**config.mk**
```make
export PLATFORM = sky130hd
export DESIGN_NAME = set_arbiter_flat
export DESIGN_NICKNAME = d
export VERILOG_FILES = /design/src/rtl/set_arbiter.sv /design/src/rtl/set_arbiter_if.sv /design/src/flat_wrapper.sv
export SDC_FILE = /design/constraint.sdc
export NUM_CORES = 1
export LEC_CHECK = 0
export ABC_AREA = 0
export CORE_MARGIN = 2
export CORE_UTILIZATION = 30
export DETAILED_ROUTE_END_ITERATION = 8
export GPL_TIMING_DRIVEN = 0
export PLACE_DENSITY_LB_ADDON = 0.2
export SLEW_MARGIN = 10
export SYNTH_ARGS = -nofsm -noshare
export SYNTH_HDL_FRONTEND = slang
export SYNTH_SLANG_ARGS = --single-unit
export TNS_END_PERCENT = 5
```
**constraint.sdc**
```tcl
create_clock -name clock -period 9.6 [get_ports clock]
set_clock_uncertainty 0.15 [all_clocks]
set_input_delay 0.96 -clock clock [delete_from_list [all_inputs] [get_ports clock]]
set_output_delay 0.96 -clock clock [all_outputs]
set_load 0.02 [all_outputs]
```
**src/rtl/set_arbiter.sv**
```systemverilog
// set_arbiter: round-robin front end that shares one K-way cache set between
// N_REQ requesters, sequences the set through its CLOCK-eviction write path and
// returns a one-cycle completion pulse with read data, hit and error status.
package set_arbiter_pkg;
    typedef enum logic [1:0] {
        E_NOTHING = 2'd0,
        E_PR_RD   = 2'd1,
        E_PR_WR   = 2'd2
    } bus_ev_t;

    typedef struct packed {
        bus_ev_t ev;
    } bus_prefix_t;
endpackage

module set_arbiter
    import set_arbiter_pkg::*;
#(
    parameter int N_REQ      = 4,
    parameter int ADDR_WIDTH = 8,
    parameter int LINE_WIDTH = 32,
    parameter int K          = 2,
    parameter int TIMEOUT    = 2*K+2
)(
    input  logic                                   clock,
    input  logic                                   reset,
    set_arbiter_if.slave                           bus,
    output logic                                   set_enable,
    output logic                                   set_read,
    output logic                                   set_write,
    output logic [ADDR_WIDTH-1:0]                  set_addr,
    output logic [LINE_WIDTH-1:0]                  set_val,
    output logic [$bits(bus_prefix_t)+ADDR_WIDTH-1:0] set_bus,
    input  logic                                   set_hit,
    input  logic [LINE_WIDTH-1:0]                  set_out_val
);
    localparam int IDX_W = (N_REQ > 1) ? $clog2(N_REQ) : 1;
    localparam int WD_W  = $clog2(TIMEOUT + 1);

    typedef enum logic [1:0] {IDLE, ISSUE, WAIT, DONE} state_t;

    state_t                state;
    logic [IDX_W-1:0]      rr_ptr;
    logic [IDX_W-1:0]      grant_idx;
    logic [IDX_W-1:0]      pick;
    logic                  op_write;
    logic [ADDR_WIDTH-1:0] addr_q;
    logic [LINE_WIDTH-1:0] wdata_q;
    logic [WD_W-1:0]       watchdog;
    logic                  wd_expired;
    bus_prefix_t           prefix;
    logic [ADDR_WIDTH-1:0] bus_addr;

    logic [ADDR_WIDTH-1:0] addr_lane  [N_REQ];
    logic [LINE_WIDTH-1:0] wdata_lane [N_REQ];

    for (genvar g = 0; g < N_REQ; g++) begin : g_lane
        assign addr_lane[g]  = bus.req_addr[g*ADDR_WIDTH +: ADDR_WIDTH];
        assign wdata_lane[g] = bus.req_wdata[g*LINE_WIDTH +: LINE_WIDTH];
    end

    // First requesting index at or after ptr, wrapping modulo N_REQ.
    function automatic logic [IDX_W-1:0] rr_pick(input logic [N_REQ-1:0] r,
                                                 input logic [IDX_W-1:0] ptr);
        logic [IDX_W-1:0] sel;
        logic [IDX_W-1:0] cand;
        logic             found;
        sel   = ptr;
        found = 1'b0;
        for (int i = 0; i < N_REQ; i++) begin
            cand = IDX_W'((int'(ptr) + i) % N_REQ);
            if (!found && r[cand]) begin
                sel   = cand;
                found = 1'b1;
            end
        end
        return sel;
    endfunction

    function automatic logic [IDX_W-1:0] rr_next(input logic [IDX_W-1:0] idx);
        return (idx == IDX_W'(N_REQ-1)) ? '0 : idx + 1'b1;
    endfunction

    assign pick       = rr_pick(bus.req, rr_ptr);
    assign wd_expired = (watchdog == WD_W'(TIMEOUT-1));
    assign bus.busy   = (state != IDLE);
    assign set_bus    = {prefix, bus_addr};

    // Set controls: pulsed in ISSUE, held during a missing write sweep until hit or timeout.
    always_comb begin
        set_enable = 1'b0;
        set_read   = 1'b0;
        set_write  = 1'b0;
        set_addr   = '0;
        set_val    = '0;
        prefix.ev  = E_NOTHING;
        bus_addr   = '0;
        unique case (state)
            ISSUE: begin
                set_enable = 1'b1;
                set_read   = !op_write;
                set_write  = op_write;
                set_addr   = addr_q;
                set_val    = wdata_q;
                prefix.ev  = op_write ? E_PR_WR : E_PR_RD;
                bus_addr   = addr_q;
            end
            WAIT: begin
                // Keep the write asserted so the set advances its CLOCK pointer.
                if (op_write && !set_hit && !wd_expired) begin
                    set_enable = 1'b1;
                    set_write  = 1'b1;
                    set_addr   = addr_q;
                    set_val    = wdata_q;
                end
            end
            default: ;
        endcase
    end

    // Arbitration FSM with registered completion outputs (high only while in DONE).
    always_ff @(posedge clock) begin
        if (reset) begin
            state        <= IDLE;
            rr_ptr       <= '0;
            watchdog     <= '0;
            bus.done     <= '0;
            bus.rdata    <= '0;
            bus.resp_hit <= 1'b0;
            bus.resp_err <= 1'b0;
        end else begin
            bus.done     <= '0;
            bus.rdata    <= '0;
            bus.resp_hit <= 1'b0;
            bus.resp_err <= 1'b0;
            unique case (state)
                IDLE: begin
                    if (|bus.req) begin
                        grant_idx <= pick;
                        op_write  <= bus.req_write[pick];
                        addr_q    <= addr_lane[pick];
                        wdata_q   <= wdata_lane[pick];
                        state     <= ISSUE;
                    end
                end
                ISSUE: begin
                    watchdog <= '0;
                    state    <= WAIT;
                end
                WAIT: begin
                    if (!op_write) begin
                        bus.done     <= N_REQ'(1) << grant_idx;
                        bus.rdata    <= set_out_val;
                        bus.resp_hit <= set_hit;
                        state        <= DONE;
                    end else if (set_hit) begin
                        bus.done     <= N_REQ'(1) << grant_idx;
                        bus.resp_hit <= 1'b1;
                        state        <= DONE;
                    end else if (wd_expired) begin
                        bus.done     <= N_REQ'(1) << grant_idx;
                        bus.resp_err <= 1'b1;
                        state        <= DONE;
                    end else begin
                        watchdog <= watchdog + 1'b1;
                    end
                end
                DONE: begin
                    rr_ptr <= rr_next(grant_idx);
                    state  <= IDLE;
                end
                default: state <= IDLE;
            endcase
        end
    end
endmodule

```
**src/rtl/set_arbiter_if.sv**
```systemverilog
// Requester-side bus of set_arbiter: per-requester request lanes plus the
// shared completion/response signals returned by the arbiter.
interface set_arbiter_if #(
    parameter int N_REQ      = 4,
    parameter int ADDR_WIDTH = 8,
    parameter int LINE_WIDTH = 32
);
    logic [N_REQ-1:0]            req;
    logic [N_REQ-1:0]            req_write;
    logic [N_REQ*ADDR_WIDTH-1:0] req_addr;
    logic [N_REQ*LINE_WIDTH-1:0] req_wdata;
    logic [N_REQ-1:0]            done;
    logic [LINE_WIDTH-1:0]       rdata;
    logic                        resp_hit;
    logic                        resp_err;
    logic                        busy;

    // Requesters drive the request lanes and observe the responses.
    modport master (
        output req, req_write, req_addr, req_wdata,
        input  done, rdata, resp_hit, resp_err, busy
    );

    // The arbiter consumes the request lanes and produces the responses.
    modport slave (
        input  req, req_write, req_addr, req_wdata,
        output done, rdata, resp_hit, resp_err, busy
    );
endinterface

```
**src/flat_wrapper.sv**
```systemverilog
// flat-port wrapper written by rule: the top's interface ports become plain ports
module set_arbiter_flat import set_arbiter_pkg::*;
#(
    parameter int N_REQ      = 4,
    parameter int ADDR_WIDTH = 8,
    parameter int LINE_WIDTH = 32,
    parameter int K          = 2,
    parameter int TIMEOUT    = 2*K+2
)
  (clock, reset, set_enable, set_read, set_write, set_addr, set_val, set_bus, set_hit, set_out_val, bus_req, bus_req_write, bus_req_addr, bus_req_wdata, bus_done, bus_rdata, bus_resp_hit, bus_resp_err, bus_busy);
  set_arbiter_if #(.N_REQ(N_REQ), .ADDR_WIDTH(ADDR_WIDTH), .LINE_WIDTH(LINE_WIDTH)) bus_i ();
  input  logic clock;
  input  logic reset;
  output logic set_enable;
  output logic set_read;
  output logic set_write;
  output logic [ADDR_WIDTH-1:0] set_addr;
  output logic [LINE_WIDTH-1:0] set_val;
  output logic [$bits(bus_prefix_t)+ADDR_WIDTH-1:0] set_bus;
  input  logic set_hit;
  input  logic [LINE_WIDTH-1:0] set_out_val;
  input wire logic [$bits(bus_i.req)-1:0] bus_req;
  input wire logic [$bits(bus_i.req_write)-1:0] bus_req_write;
  input wire logic [$bits(bus_i.req_addr)-1:0] bus_req_addr;
  input wire logic [$bits(bus_i.req_wdata)-1:0] bus_req_wdata;
  output wire logic [$bits(bus_i.done)-1:0] bus_done;
  output wire logic [$bits(bus_i.rdata)-1:0] bus_rdata;
  output wire logic [$bits(bus_i.resp_hit)-1:0] bus_resp_hit;
  output wire logic [$bits(bus_i.resp_err)-1:0] bus_resp_err;
  output wire logic [$bits(bus_i.busy)-1:0] bus_busy;
  assign bus_i.req = bus_req;
  assign bus_i.req_write = bus_req_write;
  assign bus_i.req_addr = bus_req_addr;
  assign bus_i.req_wdata = bus_req_wdata;
  assign bus_done = bus_i.done;
  assign bus_rdata = bus_i.rdata;
  assign bus_resp_hit = bus_i.resp_hit;
  assign bus_resp_err = bus_i.resp_err;
  assign bus_busy = bus_i.busy;
  set_arbiter #(.N_REQ(N_REQ), .ADDR_WIDTH(ADDR_WIDTH), .LINE_WIDTH(LINE_WIDTH), .K(K), .TIMEOUT(TIMEOUT)) u_core (.clock(clock), .reset(reset), .bus(bus_i), .set_enable(set_enable), .set_read(set_read), .set_write(set_write), .set_addr(set_addr), .set_val(set_val), .set_bus(set_bus), .set_hit(set_hit), .set_out_val(set_out_val));
endmodule
```
Yosys cells after proc, flatten, opt, wreduce, memory -nomap -nowiden
Index checks and enable logic that the tools add are counted.
W data, S select, Z words.
- reduce and logical (&&, ||, !) cells: 21
- shifts and indexed selects: 1
- equal/unequal tests: 10
- bitwise gates (word level): 4
- magnitude comparators: 6
- add/subtract/negate cells: 5
- muxes and demuxes: 49
- operators by type and width (operator ; number):
    $mux W32 ; 3
    $bmux W32 S2 ; 1
    $pmux W32 S2 ; 1
    $mux W8 ; 4
    $mux W2 ; 10
    $bmux W8 S2 ; 1
    $pmux W8 S2 ; 1
    $lt A2 B3 Y1 const B ; 5
    $mux W1 ; 13
    $mux W4 ; 3
    $bmux W1 S2 ; 5
    $mux W3 ; 3
    $pmux W2 S4 ; 1
    $reduce_or A4 Y1 ; 2
    $eq A2 B2 Y1 const B ; 3
    $logic_not A1 Y1 ; 6
    $pmux W3 S2 ; 1
    $logic_and A1 B1 Y1 ; 5
    $add A2 B1 Y2 const B ; 2
    $add A2 B2 Y2 const B ; 2
    $ne A2 B1 Y1 const B ; 2
    $ne A2 B2 Y1 const B ; 2
    $ne A4 B4 Y1 const B ; 1
    $pmux W1 S2 ; 2
    other kinds (14) ; 17
- output and inout port bits: 92
- bits of input ports: 203
- logic and storage cells: 107
- flip-flop bits (word level): 88

Logic depth before layout (Yosys ltp)
- word-level depth: 16
- mapped depth: 8
- gate-level depth less buffers: 7

Worst setup path after synthesis
No wires, ideal clock.
- path type: input to register
- start: input port reset
- end: register u_core.addr_q[0] (enable)
- cell stages on the path: 2
- path slack: 4.815 ns
- required time: 8.953 ns
- data arrival time: 4.138 ns
- cell sequence: clkbuf_1 > nor3_1
- word-level cells in the longest chain between the ends: 2
- ends and longest elaborated chain (what ; RTL line ; source):
    from (decl) ; flat_wrapper.sv:13 ; input logic reset;
    $not A1 Y1 (no source line) ; - ;
    $reduce_and A3 Y1 (no source line) ; - ;
    to (signal assigned) ; set_arbiter.sv:141 ; addr_q <= addr_lane[pick];
    to (decl) ; set_arbiter.sv:47 ; logic [ADDR_WIDTH-1:0] addr_q;
Every way passes these cells.
A chain may end at the register's enable or synchronous reset.

Worst setup path in the final report
- start: input port set_hit
- end: output port set_val[0]
- word-level cells in the longest chain between the ends: 5
- ends and longest elaborated chain (what ; RTL line ; source):
    from (decl) ; flat_wrapper.sv:20 ; input logic set_hit;
    $logic_not A1 Y1 ; set_arbiter.sv:110 ; if (op_write && !set_hit && !wd_expired) begin
    $logic_and A1 B1 Y1 (2 in series) ; set_arbiter.sv:110 ;
    $mux W32 ; set_arbiter.sv:110 ;
    $pmux W32 S2 ; set_arbiter.sv:98 ; unique case (state)
    to (decl) ; flat_wrapper.sv:18 ; output logic [LINE_WIDTH-1:0] set_val;
Every way passes these cells.

==> out/qor.yml <==
status: "finished, final reports clean"
seq_area_frac_synth_pct: 49.60
cellLeakagePower_nw: 2.990
syn_area_um2: 4419
io_pins: 295
async_flop_share_pct: 0
clk_path_buf_depth: 2
via_per_inst: 4.781
placedCellCount: 964
die_y_um: 125.4
die_x_um: 125.4
num_vias: 4685
cts_resized: 0
grt_overflow_total: 0
synth_commonest_cells: "125 x nand2_1, 85 x and2_1, 45 x dfxtp_1, 44 x a21oi_1, 43 x edfxtp_1"
io_buffers: 293
max_freq_mhz: 224.3
setup_ws_ps: 5141
diodes: 0
finalSetupViolations: 0
path_clk_slew_ps: 60
cp.buffers_inverters: 3
dr_wl_met2_um: 7937
cp_top_family: "buffers and inverters"
max_cap_viol_count: 0
relSlewSlack_pct: 66.38
htree_levels: 3
cp_slowest_stage_delay_ps: 640
holdCritPathClass: "register to register"
preCtsSetupSlack_ps: 5105
synth_ff_type: "dfxtp_1"
rr_worst_depth: 6
drt_iter0_drc: 226
path_class: "input pin to output pin"
gp_congestion: 0.7970
synth-edff-count: 43
tritoncts: "yes"
worst_pin_slew_ps: 501.5
hold_depth: 2
met3_length_um: 1289
synth_seq_cells: 88
startpoint_type: "input pin"
holdBufCountCts: 0
worstPathCellList: "clkdlybuf4s50_1 > nor2b_1 > and3_1 > o21a_1 > clkbuf_1 > and2_1 > clkdlybuf4s50_1"
grt.total_usage_pct: 19.18
route.detailed.drc: 0
fp.coreArea_um2: 14480
ys.warnings.count: 0
min_to: "u_core.state[0]"
synthesis.nets: 696
wirelength_um: 15550
root_buffer: "clkbuf_16"
initial_core_util_pct: 30.52
stdcell_area_um2: 7926
post_dp_cell_area_um2: 7625
synth_top_area_share_pct: 29.22
nets: 1004
arrival_ps: 3350
cts.sinks: 88
dieArea_um2: 15720
wl_met1_um: 5984
hold_viol_final: 0
peakVddDrop_mv: 0.09297
yosysTopAreaCell: "edfxtp_1"
grt_pass1_vias: 4745
timing.rr.end: "u_core.wdata_q[28]"
insertion_delay_ps: 340
ant_nets: 0
area_delta_synth_final_pct: 79.36
syn_area_per_cell_um2: 9.150
synth_most_common_cell: "nand2_1"
tns_ps: 0
critical_path_required_ps: 8490
dp_hpwl_um: 12470
numCtsBuffers: 9
power_density_nw_per_um2: 187.0
finalCritPeriodShare_pct: 46.45
reg2reg_setup_slack_ps: 7510
wl_per_cell_um: 15.86
crit-reg2reg-launch: "u_core.state[1]"
routed.top_layer: "met4"
drive_above_1_share_pct: 6.533
num_rows: 44
grt_max_degree: 17
slew_violations: 0
final_cells: 980
crit_top_cell: "clkdlybuf4s50_1"
critPathMaxFanout: 10
netlist_instances: 483
ys_types: 31
min_from: "u_core.state[0]"
end_kind: "output pin"
critPathSlowestCell: "clkdlybuf4s50_1"
period_minus_slack_ps: 4459
cts_post_setup_buffers_inserted: 0
antenna_found_initial: 0
drt-pass1-iter-count: 4
ys_top_cells_by_area: "edfxtp_1 29%, dfxtp_1 20%, and2_1 12%"
grt_pass1_wl_um: 23960
rsz0062_at_grt: "false"
==> worst max path at each step <==
stage,startpoint,to,slack [ps],depth (start not counted)
6_report,set_hit,set_val[0],5140,7
5_1_grt,set_hit,set_val[13],4990,7
4_1_cts,set_hit,set_val[0],5090,7
3_5_place_dp,set_hit,set_val[1],5100,7
3_3_place_gp,bus_req[3],u_core.wdata_q[27],2830,3
2_1_floorplan,reset,u_core.addr_q[0],4820,2
==> area by class of cell <==
class                   instances  area, um^2
fillers                      1314        6553
repair buffers                297        2970
flip-flops and latches         88        2192
multi-input cells             348        1978
well taps                     184       230.2
clock buffers                   9       225.2
plain buffers                  37       216.5
clock inverters                 7       76.32
inverters                      10       37.54
==> report_power, final <==
group          switching, W  internal, W
registers         0.0000198     0.000477
clock network      0.000153     0.000204
logic              0.000327     0.000300
total              0.000500     0.000982
==> routing by layer <==
metal | vias up | GRT usage [%]
met5 | - | 0
met4 | 0 | 6.797
met3 | 23 | 5.991
met2 | 224 | 35.77
met1 | 2162 | 20.27
li1 | 2276 | -
==> cells by family after synthesis <==
family,count (synthesis),synth area share (%)
xor+xnor,1,0.1982
fa+ha+maj,10,2.831
mux,3,0.6795
simple gates,241,26.53
buf+inv,47,5.747
compound gates,93,14.41
flops,88,49.60
==> worst min-delay path, stage by stage, from the launching register on <==
cell and delay [ps]:
dfxtp_1 340, nor2_1 110, nor3_1 50
==> placed cells by master, fill, tap and decap left out, types with 10 or more instances in the layout <==
cell type,Yosys,layout
ha_1,10,10
a32oi_1,41,41
dfxtp_1,45,45
and2_1,85,85
nand2_1,125,125
clkdlybuf4s50_1,0,293
a21oi_1,44,44
buf_2,17,17
nor2_1,12,12
edfxtp_1,43,43
==> per-stage QoR <==
stage | util [%] | power [W] | hold slack [ps]
final | 54.74 | 0.001482 | 393.7
after global routing | 54.74 | 0.001560 | 428.1
after CTS | 54.74 | 0.001500 | 397.6
after detailed placement | 52.66 | 0.001137 | 388.3
after global placement | 52.37 | 0.001123 | 365.7
after floorplan | - | 0.0008238 | 340.6
==> sequential cells by signal, indices dropped and copies added (netlist names) <==
name / count
u_core.rr_ptr: 2
u_core.bus.done: 4
u_core.addr_q: 8
u_core.bus.resp_hit: 1
u_core.bus.rdata: 32
u_core.op_write: 1
u_core.grant_idx: 2
u_core.wdata_q: 32
u_core.watchdog: 3
u_core.state: 2
u_core.bus.resp_err: 1
Note: power is estimated with default switching activity, not from simulation.
